<file path="config.mk">
export PLATFORM = sky130hd
export DESIGN_NAME = unidad_fetch
export DESIGN_NICKNAME = d
export VERILOG_FILES = /design/src/rtl/unidad_fetch.sv
export SDC_FILE = /design/constraint.sdc
export NUM_CORES = 1
export LEC_CHECK = 0
export ABC_AREA = 0
export CORE_MARGIN = 1.5
export CORE_UTILIZATION = 38
export CTS_BUF_LIST = sky130_fd_sc_hd__clkbuf_8
export CTS_CLUSTER_SIZE = 40
export DETAILED_ROUTE_END_ITERATION = 10
export GPL_TIMING_DRIVEN = 0
export HOLD_SLACK_MARGIN = 0.12
export PLACE_DENSITY = 0.88
export SYNTH_ARGS = -nofsm -noshare
export SYNTH_HDL_FRONTEND = slang
export SYNTH_SLANG_ARGS = --single-unit
</file>
<file path="constraint.sdc">
create_clock -name clk -period 2.2 [get_ports clk]
set_clock_uncertainty 0.15 [all_clocks]
set_input_delay 0.33 -clock clk [delete_from_list [all_inputs] [get_ports clk]]
set_output_delay 0.33 -clock clk [all_outputs]
set_load 0.05 [all_outputs]
</file>
<file path="src/rtl/unidad_fetch.sv">
// Instruction fetch stage: owns the PC, issues memory reads over a req/ready port,
// holds the fetched word and splits it into fields for the control unit.
module unidad_fetch #(
    parameter int                 ADDR_W   = 32,
    parameter logic [ADDR_W-1:0]  RESET_PC = '0
) (
    input  logic              clk,
    input  logic              rst,

    output logic              imem_req,
    output logic [ADDR_W-1:0] imem_addr,
    input  logic              imem_ready,
    input  logic [31:0]       imem_rdata,

    output logic              instr_valid,
    input  logic              instr_ready,
    input  logic              pc_src,
    input  logic [ADDR_W-1:0] branch_target,

    output logic [31:0]       instr,
    output logic [3:0]        cond,
    output logic [1:0]        op,
    output logic [5:0]        funct,
    output logic [3:0]        rn,
    output logic [3:0]        rd,
    output logic [3:0]        rm,
    output logic [23:0]       imm24,
    output logic [ADDR_W-1:0] pc,
    output logic [ADDR_W-1:0] pc_plus8,
    output logic [31:0]       fetch_count
);

    typedef enum logic [1:0] {
        IDLE  = 2'd0,
        FETCH = 2'd1,
        ISSUE = 2'd2
    } state_t;

    state_t            state_q, state_d;
    logic [ADDR_W-1:0] pc_q, pc_d;
    logic [31:0]       instr_q, instr_d;
    logic [31:0]       fetch_count_q, fetch_count_d;
    logic [ADDR_W-1:0] redirect_pc;
    logic              unused_target_bits;

    assign redirect_pc        = {branch_target[ADDR_W-1:2], 2'b00};
    assign unused_target_bits = ^branch_target[1:0];

    always_ff @(posedge clk or negedge rst) begin
        if (!rst) begin
            state_q       <= IDLE;
            pc_q          <= RESET_PC;
            instr_q       <= 32'h0;
            fetch_count_q <= 32'h0;
        end else begin
            state_q       <= state_d;
            pc_q          <= pc_d;
            instr_q       <= instr_d;
            fetch_count_q <= fetch_count_d;
        end
    end

    // pc_src/branch_target matter only on the accepting edge in ISSUE.
    always_comb begin
        state_d       = state_q;
        pc_d          = pc_q;
        instr_d       = instr_q;
        fetch_count_d = fetch_count_q;
        case (state_q)
            IDLE: begin
                state_d = FETCH;
            end
            FETCH: begin
                if (imem_ready) begin
                    instr_d = imem_rdata;
                    state_d = ISSUE;
                end
            end
            ISSUE: begin
                if (instr_ready) begin
                    pc_d          = pc_src ? redirect_pc : pc_q + ADDR_W'(4);
                    fetch_count_d = fetch_count_q + 32'd1;
                    state_d       = FETCH;
                end
            end
            default: begin
                state_d = IDLE;
            end
        endcase
    end

    // Handshake outputs decode registered state only, so async reset clears them at once.
    assign imem_req    = (state_q == FETCH);
    assign instr_valid = (state_q == ISSUE);
    assign imem_addr   = pc_q;

    assign instr       = instr_q;
    assign cond        = instr_q[31:28];
    assign op          = instr_q[27:26];
    assign funct       = instr_q[25:20];
    assign rn          = instr_q[19:16];
    assign rd          = instr_q[15:12];
    assign rm          = instr_q[3:0];
    assign imm24       = instr_q[23:0];
    assign pc          = pc_q;
    assign pc_plus8    = pc_q + ADDR_W'(8);
    assign fetch_count = fetch_count_q;

endmodule

</file>
==> impl_results.md <==
* H-tree depth at 3
* Synth Warn # at 0
* Slew HR at 0.538
* Number of CTS-inserted buffers at 9
* Die area at 0.0160 mm²
* Clock insertion delay at the later pin of the skew report at 0.40 ns
* Startpoint types: flop
* Clock buffer depth at 2
* Critical Path Source: imem_addr[3]
* Max_cap viols at 0
* Tightest Pin Transition at 0.692 ns
* Area grow syn2layout at 83.6%
* Total area of sequential cells at 0.00244 mm²
* Routed Antenna Nets at 0
* PD cells at 1580 mW/mm²
* Primary FF master, synth: dfrtp_1
* RSZ-0062 raised after global routing: true
* Critical path capture point type: output pin
* Post-synthesis xor/xnor area fraction at 0.0879
* CTS sink cnt at 96
* Syn Inst Count at 600
* Share of layout cells above drive strength 1 at 0.407
* Crit path DAT at 2.30 ns
* DRC Markers at 0
* Post-Synth Simple-Gate Area at 0.187
* Vias in the first global route at 6328
* Largest family of logic cells by synthesized area: simple AND/OR/NAND/NOR gates
* Number of enable flip-flop cells after synthesis at 0
* Final Hold Viols at 0
* Worst vdd ir at 1.17 mV
* Yosys reg bits at 96
* GRT Total Usage at 0.276
* Post-route setup slack at -0.582 ns
* Ant diodes at 0
* First-pass GRT wire length at 34600 µm
* R2r startpoint: imem_addr[3]
* Final Critical Period at 2.78 ns
* Largest net degree at the start of global routing at 60
* Vias after detailed routing at 6507
* Pleak at 5.11 nW
* Core Util, Final at 0.722
* IO Count at 279
* Flop-to-flop setup slack at -0.13 ns
* Mux cell area share after synthesis at 0.0641
* Asr flop ratio synth at 1.00
* Status: complete, but fails checks
* Sequential share of the synthesized area at 0.415
* Die height at 126 µm
* Compound-Gate Fraction of Synth Area at 0.0991
* Total congestion overflow at 0
* Routed WL per cell at 20.5 µm
* Die W at 126 µm
* Fillcell total at 989
* Initial Util at 0.393
* Reg2reg path depth at 9
* Multi-input gate area at 0.00333 mm²
* CTS tree: yes
* Placed inst area at 0.00930 mm²
* Min-delay worst type: in2async
* Initial antenna violation count at 0
* Maximum clock rate at 0.359 GHz
* Failing checks: negative setup slack
* Reg clk slew, reported paths at 0.11 ns
* Vias/cell at 5.54
* Final period utilization at 1.26
* Drt pass-1 iters at 6
* Final wirelength at 24100 µm
* Iter 0 DRT Violations at 607
* Synth Area per Inst at 9.64 µm²
* Post-DP HPWL at 15100 µm
* Final #Nets at 1057
* Worst Setup EP: pc_plus8[29]
* Critical path class: reg2out
* RR Endpoint: imem_addr[19]
* Data required, critical path at 1.72 ns
* Design area at 0.0106 mm²
* Core area at 0.0147 mm²
* # setup viols final at 33
* Gpl congestion at 0.948
* Clock Root Buffer: clkbuf_8
* Adder-cell area share of the yosys netlist at 0.00649
* Cell Rows at 44
* Port bufs at 270
* Slew Viols, Final at 0
* Critical Path Fanout Max at 4
* Cell variety after synth at 58
* Mapped cell area at 0.00578 mm²
## cell usage in the layout (no fill, tap or decap), drive strengths merged, types with 3 or more instances in the layout
master         Yosys  layout
a211oi             5       5
a21oi             26      26
a22oi              4       4
a311oi             4       4
and3              14      14
and4               7       7
buf               97     230
clkbuf            20      31
clkdlybuf4s50      0     140
clkinvlp           0       4
conb               1       6
dfrtp             96      96
dlygate4sd2        0      59
dlymetal6s2s       0      33
ha                 3       3
inv                8      11
mux2              32      32
nand2             47      47
nand3             24      24
nand4             22      22
nor2              28      28
nor3              14      14
nor4               7       7
o211ai             4       4
o21ai             32      32
o22ai              7       7
or3               10      10
xnor2             39      39
xor2              19      19
## worst max-delay path: stages (launching register included)
cell and delay [ns]:
dfrtp_2 0.42, ha_4 0.18, nand4_4 0.13, buf_12 0.17, nor3_4 0.26, nor4b_4 0.24, buf_4 0.19, xor2_4 0.14
buf_6 0.17
## routing by layer
layer / part of all wire / track usage / vias to the layer above
met3: 0.092 / 0.0561 / 145
met4: 0.063 / 0.154 / 0
met1: 0.36 / 0.319 / 3043
met2: 0.49 / 0.481 / 532
met5: 0 / 0 / -
li1: - / - / 2787
## layout make-up
cell class / instances / area share
Buffer: 116 / 0.0805
Clock buffer: 9 / 0.0117
Clock inverter: 7 / 0.00566
Inverter: 8 / 0.00318
Multi-Input combinational cell: 384 / 0.314
Sequential cell: 96 / 0.230
Tap cell: 184 / 0.0217
Timing Repair Buffer: 370 / 0.333
## metrics by stage
stage	cells	worst slack [ns]	TNS [ns]	hold slack, ns	power, mW
after detailed placement	1060	-0.951	-31.12	0.184	14.9
after global routing	1174	-0.637	-11.32	0.302	17.3
final	1174	-0.582	-9.32	0.282	16.8
after floorplan	605	-0.304	-3.81	-0.116	11.2
after global placement	1059	-3.35	-327.49	0.313	14.8
after CTS	1141	-0.446	-6.38	0.306	16.3
## cell usage after synthesis, types with 3 or more instances
cell type	instances	share of area
buf_4	87	0.11
xor2_1	19	0.029
nand2_1	46	0.030
a21oi_1	26	0.023
a211oi_1	5	0.0065
ha_1	3	0.0065
xnor2_1	39	0.059
nor3_1	11	0.0095
o211ai_1	4	0.0052
dfrtp_1	96	0.42
and3_1	14	0.015
nand3_1	22	0.019
and4_1	6	0.0091
buf_2	10	0.0087
o22ai_1	7	0.0076
nor3_2	3	0.0052
o21ai_0	32	0.028
a311oi_1	4	0.0061
inv_1	8	0.0052
or3_1	10	0.011
mux2_2	32	0.062
nor2_1	27	0.018
nor4_1	4	0.0043
clkbuf_1	20	0.013
a22oi_1	4	0.0052
nand4_1	21	0.023
## cells by family after synthesis
family,count (synthesis)
buffers and inverters,125
adders and majority gates,3
and+or+nand+nor,189
other,1
xor gates and xnor gates,58
DFF,96
muxes,33
AOI/OAI and AO/OA,95
## worst min-delay path by stage
stage                     from               to  slack, ns  cells after the start
6_report                   rst         instr[9]       0.28                      2
5_1_grt                    rst         instr[9]       0.30                      2
4_1_cts                    rst         instr[9]       0.31                      2
3_5_place_dp               rst         instr[9]       0.18                      1
3_3_place_gp   fetch_count[31]  fetch_count[31]       0.31                      1
2_1_floorplan              rst   fetch_count[0]      -0.12                      0
## sequential cells by signal, summed over array words and instances (netlist names)
name         count
fetch_count     32
imem_addr       30
instr           32
state_q          2
## power breakdown
| part | total (mW) | internal, mW | switching, mW |
|---|---|---|---|
| logic | 12.6 | 4.57 | 7.98 |
| clock network | 1.17 | 0.431 | 0.736 |
| registers | 3.08 | 2.38 | 0.705 |
## repair_timing
| item | 4_1_cts | 5_1_grt |
|---|---|---|
| resized for setup | 302 | 90 |
| cloned | 1 | 0 |
| buffers inserted | 64 | 36 |
| endpoints found under the setup margin | 100 | 99 |
| endpoints found under the hold margin | 37 | 0 |
| pin swaps | 18 | 18 |
| hold buffers | 1 | 0 |
(Power assumes the default switching activity.)
